$ cat config.mk
export PLATFORM = sky130hd
export DESIGN_NAME = mem_access_unit_flat
export DESIGN_NICKNAME = d
export VERILOG_FILES = /design/src/rtl/mem_access_unit_if.sv /design/src/rtl/mem_access_unit.sv /design/src/flat_wrapper.sv
export SDC_FILE = /design/constraint.sdc
export NUM_CORES = 1
export LEC_CHECK = 0
export BUFFER_PORTS_ARGS = -buffer_cell sky130_fd_sc_hd__buf_2
export CORE_MARGIN = 1
export CORE_UTILIZATION = 42
export CTS_CLUSTER_DIAMETER = 60
export DETAILED_ROUTE_END_ITERATION = 8
export GPL_ROUTABILITY_DRIVEN = 0
export GPL_TIMING_DRIVEN = 1
export PLACE_DENSITY = 0.7
export REMOVE_ABC_BUFFERS = 1
export SLEW_MARGIN = 20
export SYNTH_ARGS = -nofsm -noshare
export SYNTH_HDL_FRONTEND = slang
export SYNTH_SLANG_ARGS = --single-unit
$ cat constraint.sdc
create_clock -name CLK -period 2.6 [get_ports CLK]
set_input_delay 0.26 -clock CLK [delete_from_list [all_inputs] [get_ports CLK]]
set_output_delay 0.26 -clock CLK [all_outputs]
set_load 0.05 [all_outputs]
$ cat src/rtl/mem_access_unit_if.sv
// Controller- and RAM-facing signal bundle of the memory access stage.
// The slave modport is the access unit itself; master is the controller/RAM side.
interface mem_access_unit_if #(
  parameter int ADDR_WIDTH = 32
);
  logic                  MEM_OE;
  logic                  MEM_WS;
  logic [1:0]            RAM_SEL;
  logic [2:0]            REG_DATA_SEL;
  logic [ADDR_WIDTH-1:0] ADDR;
  logic [31:0]           WDATA;

  logic                  BUS_REQ;
  logic                  BUS_WE;
  logic [ADDR_WIDTH-1:0] BUS_ADDR;
  logic [3:0]            BUS_BE;
  logic [31:0]           BUS_WDATA;
  logic [31:0]           BUS_RDATA;
  logic                  BUS_ACK;

  logic [31:0]           MDR;
  logic                  MEM_BUSY;
  logic                  MEM_DONE;
  logic                  ADDR_ERR;
  logic                  BUS_ERR;

  modport slave (
    input  MEM_OE, MEM_WS, RAM_SEL, REG_DATA_SEL, ADDR, WDATA, BUS_RDATA, BUS_ACK,
    output BUS_REQ, BUS_WE, BUS_ADDR, BUS_BE, BUS_WDATA,
    output MDR, MEM_BUSY, MEM_DONE, ADDR_ERR, BUS_ERR
  );

  modport master (
    output MEM_OE, MEM_WS, RAM_SEL, REG_DATA_SEL, ADDR, WDATA, BUS_RDATA, BUS_ACK,
    input  BUS_REQ, BUS_WE, BUS_ADDR, BUS_BE, BUS_WDATA,
    input  MDR, MEM_BUSY, MEM_DONE, ADDR_ERR, BUS_ERR
  );
endinterface

$ cat src/rtl/mem_access_unit.sv
// Memory access stage: turns controller strobes into a req/ack word-bus transaction.
// Optional bus-ack timeout enabled by defining MEM_ACCESS_TIMEOUT_EN.
module mem_access_unit #(
  parameter int ADDR_WIDTH     = 32,
  parameter int TIMEOUT_CYCLES = 255
) (
  input  logic              CLK,
  input  logic              RST,
  mem_access_unit_if.slave  bus
);

  typedef enum logic [1:0] {
    ST_IDLE = 2'd0,
    ST_WAIT = 2'd1,
    ST_DONE = 2'd2
  } state_t;

  typedef enum logic [1:0] {
    SZ_BYTE = 2'd0,
    SZ_HALF = 2'd1,
    SZ_WORD = 2'd2
  } size_t;

  state_t                state_reg, state_next;
  logic                  req_reg, req_next;
  logic                  we_reg, we_next;
  logic [ADDR_WIDTH-1:0] addr_reg, addr_next;
  logic [3:0]            be_reg, be_next;
  logic [31:0]           wdata_reg, wdata_next;
  logic [2:0]            ltype_reg, ltype_next;
  logic [1:0]            lane_reg, lane_next;
  logic [31:0]           mdr_reg, mdr_next;
  logic                  busy_reg, busy_next;
  logic                  done_reg, done_next;
  logic                  aerr_reg, aerr_next;

`ifdef MEM_ACCESS_TIMEOUT_EN
  localparam int CNT_W = (TIMEOUT_CYCLES >= 256) ? $clog2(TIMEOUT_CYCLES + 1) : 8;
  logic [CNT_W-1:0]      cnt_reg, cnt_next;
  logic                  berr_reg, berr_next;
`endif

  // Request decode
  size_t       acc_size;
  logic        misaligned;
  logic [3:0]  req_be;
  logic [31:0] req_wdata;
  logic [31:0] wdata_byte_rep;
  logic [31:0] wdata_half_rep;

  // Load alignment
  logic [7:0]  rd_lane [4];
  logic [7:0]  ld_byte;
  logic [15:0] ld_half;
  logic [31:0] ld_data;

  generate
    for (genvar gi = 0; gi < 4; gi++) begin : g_lane
      assign wdata_byte_rep[8*gi +: 8] = bus.WDATA[7:0];
      assign wdata_half_rep[8*gi +: 8] = bus.WDATA[8*(gi % 2) +: 8];
      assign rd_lane[gi]               = bus.BUS_RDATA[8*gi +: 8];
    end
  endgenerate

  // Width comes from RAM_SEL on writes and REG_DATA_SEL on reads.
  always_comb begin
    acc_size = SZ_WORD;
    if (bus.MEM_WS) begin
      case (bus.RAM_SEL)
        2'b01:   acc_size = SZ_HALF;
        2'b10:   acc_size = SZ_BYTE;
        default: acc_size = SZ_WORD;
      endcase
    end else begin
      case (bus.REG_DATA_SEL)
        3'b001, 3'b010: acc_size = SZ_BYTE;
        3'b011, 3'b100: acc_size = SZ_HALF;
        default:        acc_size = SZ_WORD;
      endcase
    end
  end

  always_comb begin
    misaligned = 1'b0;
    req_be     = 4'b1111;
    req_wdata  = bus.WDATA;
    case (acc_size)
      SZ_WORD: misaligned = |bus.ADDR[1:0];
      SZ_HALF: misaligned = bus.ADDR[0];
      default: misaligned = 1'b0;
    endcase
    if (bus.MEM_WS) begin
      case (acc_size)
        SZ_BYTE: begin
          req_be    = 4'b0001 << bus.ADDR[1:0];
          req_wdata = wdata_byte_rep;
        end
        SZ_HALF: begin
          req_be    = bus.ADDR[1] ? 4'b1100 : 4'b0011;
          req_wdata = wdata_half_rep;
        end
        default: begin
          req_be    = 4'b1111;
          req_wdata = bus.WDATA;
        end
      endcase
    end
  end

  always_comb begin
    ld_byte = rd_lane[lane_reg];
    ld_half = lane_reg[1] ? bus.BUS_RDATA[31:16] : bus.BUS_RDATA[15:0];
    case (ltype_reg)
      3'b001:  ld_data = {24'd0, ld_byte};
      3'b010:  ld_data = {{24{ld_byte[7]}}, ld_byte};
      3'b011:  ld_data = {16'd0, ld_half};
      3'b100:  ld_data = {{16{ld_half[15]}}, ld_half};
      default: ld_data = bus.BUS_RDATA;
    endcase
  end

  always_comb begin
    state_next = state_reg;
    req_next   = req_reg;
    we_next    = we_reg;
    addr_next  = addr_reg;
    be_next    = be_reg;
    wdata_next = wdata_reg;
    ltype_next = ltype_reg;
    lane_next  = lane_reg;
    mdr_next   = mdr_reg;
    busy_next  = busy_reg;
    done_next  = 1'b0;
    aerr_next  = 1'b0;
`ifdef MEM_ACCESS_TIMEOUT_EN
    cnt_next   = cnt_reg;
    berr_next  = 1'b0;
`endif
    case (state_reg)
      ST_IDLE, ST_DONE: begin
        state_next = ST_IDLE;
        req_next   = 1'b0;
        busy_next  = 1'b0;
        if (bus.MEM_OE || bus.MEM_WS) begin
          if ((bus.MEM_OE && bus.MEM_WS) || misaligned) begin
            aerr_next = 1'b1;
          end else begin
            state_next = ST_WAIT;
            req_next   = 1'b1;
            busy_next  = 1'b1;
            we_next    = bus.MEM_WS;
            addr_next  = {bus.ADDR[ADDR_WIDTH-1:2], 2'b00};
            be_next    = req_be;
            wdata_next = req_wdata;
            ltype_next = bus.REG_DATA_SEL;
            lane_next  = bus.ADDR[1:0];
`ifdef MEM_ACCESS_TIMEOUT_EN
            cnt_next   = '0;
`endif
          end
        end
      end
      ST_WAIT: begin
        if (bus.BUS_ACK) begin
          if (!we_reg) begin
            mdr_next = ld_data;
          end
          state_next = ST_DONE;
          req_next   = 1'b0;
          busy_next  = 1'b0;
          done_next  = 1'b1;
`ifdef MEM_ACCESS_TIMEOUT_EN
        end else if (cnt_reg == CNT_W'(TIMEOUT_CYCLES)) begin
          state_next = ST_IDLE;
          req_next   = 1'b0;
          busy_next  = 1'b0;
          berr_next  = 1'b1;
        end else begin
          cnt_next = cnt_reg + 1'b1;
`endif
        end
      end
      default: begin
        state_next = ST_IDLE;
        req_next   = 1'b0;
        busy_next  = 1'b0;
      end
    endcase
  end

  always_ff @(posedge CLK or negedge RST) begin
    if (!RST) begin
      state_reg <= ST_IDLE;
      req_reg   <= 1'b0;
      we_reg    <= 1'b0;
      addr_reg  <= '0;
      be_reg    <= 4'd0;
      wdata_reg <= 32'd0;
      ltype_reg <= 3'd0;
      lane_reg  <= 2'd0;
      mdr_reg   <= 32'd0;
      busy_reg  <= 1'b0;
      done_reg  <= 1'b0;
      aerr_reg  <= 1'b0;
`ifdef MEM_ACCESS_TIMEOUT_EN
      cnt_reg   <= '0;
      berr_reg  <= 1'b0;
`endif
    end else begin
      state_reg <= state_next;
      req_reg   <= req_next;
      we_reg    <= we_next;
      addr_reg  <= addr_next;
      be_reg    <= be_next;
      wdata_reg <= wdata_next;
      ltype_reg <= ltype_next;
      lane_reg  <= lane_next;
      mdr_reg   <= mdr_next;
      busy_reg  <= busy_next;
      done_reg  <= done_next;
      aerr_reg  <= aerr_next;
`ifdef MEM_ACCESS_TIMEOUT_EN
      cnt_reg   <= cnt_next;
      berr_reg  <= berr_next;
`endif
    end
  end

  assign bus.BUS_REQ   = req_reg;
  assign bus.BUS_WE    = we_reg;
  assign bus.BUS_ADDR  = addr_reg;
  assign bus.BUS_BE    = be_reg;
  assign bus.BUS_WDATA = wdata_reg;
  assign bus.MDR       = mdr_reg;
  assign bus.MEM_BUSY  = busy_reg;
  assign bus.MEM_DONE  = done_reg;
  assign bus.ADDR_ERR  = aerr_reg;
`ifdef MEM_ACCESS_TIMEOUT_EN
  assign bus.BUS_ERR   = berr_reg;
`else
  assign bus.BUS_ERR   = 1'b0;
`endif

endmodule

$ cat src/flat_wrapper.sv
// flat-port wrapper written by rule: the top's interface ports become plain ports
module mem_access_unit_flat 
#(
  parameter int ADDR_WIDTH     = 32,
  parameter int TIMEOUT_CYCLES = 255
)
  (CLK, RST, bus_MEM_OE, bus_MEM_WS, bus_RAM_SEL, bus_REG_DATA_SEL, bus_ADDR, bus_WDATA, bus_BUS_RDATA, bus_BUS_ACK, bus_BUS_REQ, bus_BUS_WE, bus_BUS_ADDR, bus_BUS_BE, bus_BUS_WDATA, bus_MDR, bus_MEM_BUSY, bus_MEM_DONE, bus_ADDR_ERR, bus_BUS_ERR);
  mem_access_unit_if #(.ADDR_WIDTH(ADDR_WIDTH)) bus_i ();
  input  logic CLK;
  input  logic RST;
  input wire logic [$bits(bus_i.MEM_OE)-1:0] bus_MEM_OE;
  input wire logic [$bits(bus_i.MEM_WS)-1:0] bus_MEM_WS;
  input wire logic [$bits(bus_i.RAM_SEL)-1:0] bus_RAM_SEL;
  input wire logic [$bits(bus_i.REG_DATA_SEL)-1:0] bus_REG_DATA_SEL;
  input wire logic [$bits(bus_i.ADDR)-1:0] bus_ADDR;
  input wire logic [$bits(bus_i.WDATA)-1:0] bus_WDATA;
  input wire logic [$bits(bus_i.BUS_RDATA)-1:0] bus_BUS_RDATA;
  input wire logic [$bits(bus_i.BUS_ACK)-1:0] bus_BUS_ACK;
  output wire logic [$bits(bus_i.BUS_REQ)-1:0] bus_BUS_REQ;
  output wire logic [$bits(bus_i.BUS_WE)-1:0] bus_BUS_WE;
  output wire logic [$bits(bus_i.BUS_ADDR)-1:0] bus_BUS_ADDR;
  output wire logic [$bits(bus_i.BUS_BE)-1:0] bus_BUS_BE;
  output wire logic [$bits(bus_i.BUS_WDATA)-1:0] bus_BUS_WDATA;
  output wire logic [$bits(bus_i.MDR)-1:0] bus_MDR;
  output wire logic [$bits(bus_i.MEM_BUSY)-1:0] bus_MEM_BUSY;
  output wire logic [$bits(bus_i.MEM_DONE)-1:0] bus_MEM_DONE;
  output wire logic [$bits(bus_i.ADDR_ERR)-1:0] bus_ADDR_ERR;
  output wire logic [$bits(bus_i.BUS_ERR)-1:0] bus_BUS_ERR;
  assign bus_i.MEM_OE = bus_MEM_OE;
  assign bus_i.MEM_WS = bus_MEM_WS;
  assign bus_i.RAM_SEL = bus_RAM_SEL;
  assign bus_i.REG_DATA_SEL = bus_REG_DATA_SEL;
  assign bus_i.ADDR = bus_ADDR;
  assign bus_i.WDATA = bus_WDATA;
  assign bus_i.BUS_RDATA = bus_BUS_RDATA;
  assign bus_i.BUS_ACK = bus_BUS_ACK;
  assign bus_BUS_REQ = bus_i.BUS_REQ;
  assign bus_BUS_WE = bus_i.BUS_WE;
  assign bus_BUS_ADDR = bus_i.BUS_ADDR;
  assign bus_BUS_BE = bus_i.BUS_BE;
  assign bus_BUS_WDATA = bus_i.BUS_WDATA;
  assign bus_MDR = bus_i.MDR;
  assign bus_MEM_BUSY = bus_i.MEM_BUSY;
  assign bus_MEM_DONE = bus_i.MEM_DONE;
  assign bus_ADDR_ERR = bus_i.ADDR_ERR;
  assign bus_BUS_ERR = bus_i.BUS_ERR;
  mem_access_unit #(.ADDR_WIDTH(ADDR_WIDTH), .TIMEOUT_CYCLES(TIMEOUT_CYCLES)) u_core (.CLK(CLK), .RST(RST), .bus(bus_i));
endmodule
==> impl_metrics.csv <==
group,metric,value,unit
synth,synth_warnings,0,
worst_hold_path,min_path_cells,2,
timing,worst-slew-pin-transition,1.06,ns
global_routing,grt_pass1_wl,21.9,mm
timing,hold_viol,0,
layout,most-common-layout-cells,"buf_2, dfrtp_1, o21ai_0",
clock_tree,cts_tree,"done",
critical_path,critPathMaxFanout,32,
synth,yosys.area.top_type,"dfrtp_1",
layout,area_growth,27.6,%
timing,max_slew_margin,0.289,
detailed_routing,wl,13.8,mm
global_routing,grt_max_degree,53,
detailed_routing,ant_nets,0,
floorplanning,die_area,0.0132,mm2
critical_path,crit_chain,"buf_2 > ha_1 > nand2b_1 > o21ai_0 > inv_1 > ha_1 > o21ai_1 > a21oi_1 > or3_4 > buf_4 > mux2_1",
floorplanning,num_rows,40,
layout,drive_gt1_frac,0.438,
timing,skew,0.00525,ns
detailed_routing,via_per_inst,5.35,
timing,setup_violations,0,
detailed_routing,drc_errors,0,
placed_design,place_ws,0.0474,ns
floorplanning,start_util,0.439,
synth,synth-seq-cells,108,
synth,synthArstFlopShare,1.00,
clock_tree,cts_max_level,3,
critical_path,arrival,2.44,ns
clock_tree,cts_buffer_depth,2,
critical_path,path_buf_inv,3,
clock_tree,numCtsBuffers,9,
power,leakage,3.39,nW
floorplanning,dieWidth,115,um
timing,slew_viol_final,0,
critical_path,max_stage_delay,0.41,ns
global_routing,track_usage,0.214,
outcome,status,"completed",
synth,synth_top_area_frac,0.505,
placed_design,port_buffers,208,
power,power_density,1510,mW/mm2
detailed_routing,drtIter0Drc,195,
critical_path,worstRegToRegCells,5,
placed_design,dpl_cell_area,0.00648,mm2
critical_path,crit_path_end_kind,"flip-flop",
synth,synthesis.instances,473,
synth,syn_area,0.00536,mm2
job,maxCapViolCount,0,
synth,ys_seq_area_frac,0.505,
detailed_routing,vias,4488,
worst_hold_path,min-delay-path-class,"in2reg",
placed_design,place_hpwl,10.1,mm
critical_path,cp.required,2.84,ns
critical_path,cp-start-kind,"input pin",
timing,finalCritPeriodShare,0.848,
critical_path,path_class,"in2reg",
power,ir_worst_vdd,0.915,mV
layout,diodes,0,
layout,nets,776,
detailed_routing,wl_per_cell,16.5,um
critical_path,critPathSlowestCell,"or3_4",
layout,final_cell_area,0.00684,mm2
clock_tree,clk_latency,0.35,ns
detailed_routing,drtPass1Iterations,5,
clock_tree,cts.reportedPaths.clkPinSlew,0.07,ns
global_routing,overflow,0,
synth,syn_avg_cell_area,11.3,um2
global_routing,first_global_vias,4317,
floorplanning,coreArea,0.0122,mm2
timing,rsz0062_at_grt,"no",
timing,fin_crit,2.21,ns
synth,ys_types,51,
floorplanning,io_pins,212,
critical_path,worst_path_most_repeated_cell,"ha_1",
synth,yosys-top-cells-area,"dfrtp_1, mux2_4, o21ai_0",
timing,clock.fmax,453,MHz
clock_tree,post_cts_resized,0,
global_routing,antenna_found_initial,0,
critical_path,cp.depth,11,
clock_tree,numClockSinks,108,
synth,synth-edff-count,0,
clock_tree,cts_root_buf,"clkbuf_16",
layout,final_common_cell,"buf_2",
timing,worst_slack,0.394,ns
floorplanning,die_h,115,um
critical_path,cp_top_family,"simple AND/OR/NAND/NOR gates",
synth,synth_flop_cell,"dfrtp_1",
[routing by layer]
layer,up-vias,global-route usage,wire length [um]
li1,2108,-,-
met1,2158,0.276,6070
met2,205,0.351,6480
met3,17,0.0453,1060
met4,0,0.0857,232
met5,-,0,0
[report_power, final]
| part | internal, mW | switching (mW) | leakage [nW] | total (mW) |
|---|---|---|---|---|
| logic | 1.66 | 4.11 | 1.92 | 5.77 |
| registers | 2.47 | 0.519 | 1.30 | 2.99 |
| clock network | 0.948 | 0.632 | 0.170 | 1.58 |
[path summary, 6_finish.rpt]
| kind | from | endpoint | slack, ns |
|---|---|---|---|
| worst max-delay path | bus_RAM_SEL[0] | u_core.bus.BUS_WDATA[5] | 0.39 |
| min in group asynchronous | RST | u_core.bus.MDR[17] | 0.42 |
| worst min register to register | u_core.bus.BUS_BE[2] | u_core.bus.BUS_BE[2] | 0.48 |
| worst min-delay path | bus_BUS_ACK | u_core.bus.BUS_REQ | 0.13 |
| max in group asynchronous | RST | u_core.bus.MDR[22] | 1.41 |
| worst max register to register | u_core.lane_reg[0] | u_core.bus.MDR[24] | 0.43 |
[final cells by class]
type                    instances  area (um2)
multi-input cells             319        2370
clock inverters                 7         121
clock buffers                   9         225
well taps                     168         210
inverters                       5        18.8
fillers                      1088        5380
repair buffers                223        1180
flip-flops and latches        108        2700
[cell families after synthesis]
| logic type | after synthesis | share of synthesized area |
|---|---|---|
| mux | 51 | 0.134 |
| other cells | 1 | 0.000700 |
| flops | 108 | 0.505 |
| xor+xnor | 4 | 0.00654 |
| compound gates | 160 | 0.208 |
| simple gates | 97 | 0.0818 |
| fa+ha+maj | 4 | 0.00935 |
| buf+inv | 48 | 0.0544 |
[Yosys cell counts (2+ instances only)]
| library cell | count |
|---|---|
| mux2_1 | 5 |
| mux2_4 | 40 |
| buf_2 | 9 |
| mux2i_1 | 4 |
| nand2_1 | 34 |
| nand2b_1 | 4 |
| buf_4 | 8 |
| xnor2_1 | 2 |
| clkbuf_1 | 16 |
| a21o_1 | 2 |
| nor2b_1 | 3 |
| a21oi_2 | 2 |
| nor2_1 | 39 |
| a22oi_1 | 16 |
| a221oi_1 | 7 |
| a211oi_2 | 6 |
| and3b_1 | 2 |
| ha_1 | 4 |
| and3_1 | 3 |
| dfrtp_1 | 108 |
| a221o_1 | 24 |
| o221a_1 | 6 |
| o21ai_0 | 67 |
| buf_6 | 7 |
| inv_1 | 5 |
| a21oi_1 | 21 |
| or3_1 | 2 |
| a31oi_1 | 2 |
| mux2_2 | 2 |
| xor2_1 | 2 |
[timing repair]
action                     in CTS  in global routing
hold buffers                    1                  0
setup endpoints to repair       0                  0
hold endpoints to repair       36                  0
buffers inserted                0                  0
[metrics by stage]
stage / TNS [ns] / instances / power [mW] / hold slack (ns) / utilization
after detailed placement: 0 / 822 / 8.78 / 0.265 / 0.531
after global placement: 0 / 822 / 8.68 / 0.265 / 0.531
after global routing: 0 / 839 / 10.9 / 0.121 / 0.560
after CTS: 0 / 839 / 10.4 / 0.114 / 0.560
final: 0 / 839 / 10.3 / 0.125 / 0.560
after floorplan: -143.85 / 432 / 7.36 / -0.0356 / -
[worst reg2reg max path, stage by stage, from the launching register on]
cell,delay (ns)
dfrtp_1,0.53
mux2i_1,0.15
mux2i_1,0.21
a31oi_1,0.13
nor3_2,0.86
a221o_1,0.24
No activity file was read; power rests on OpenSTA's default activity.
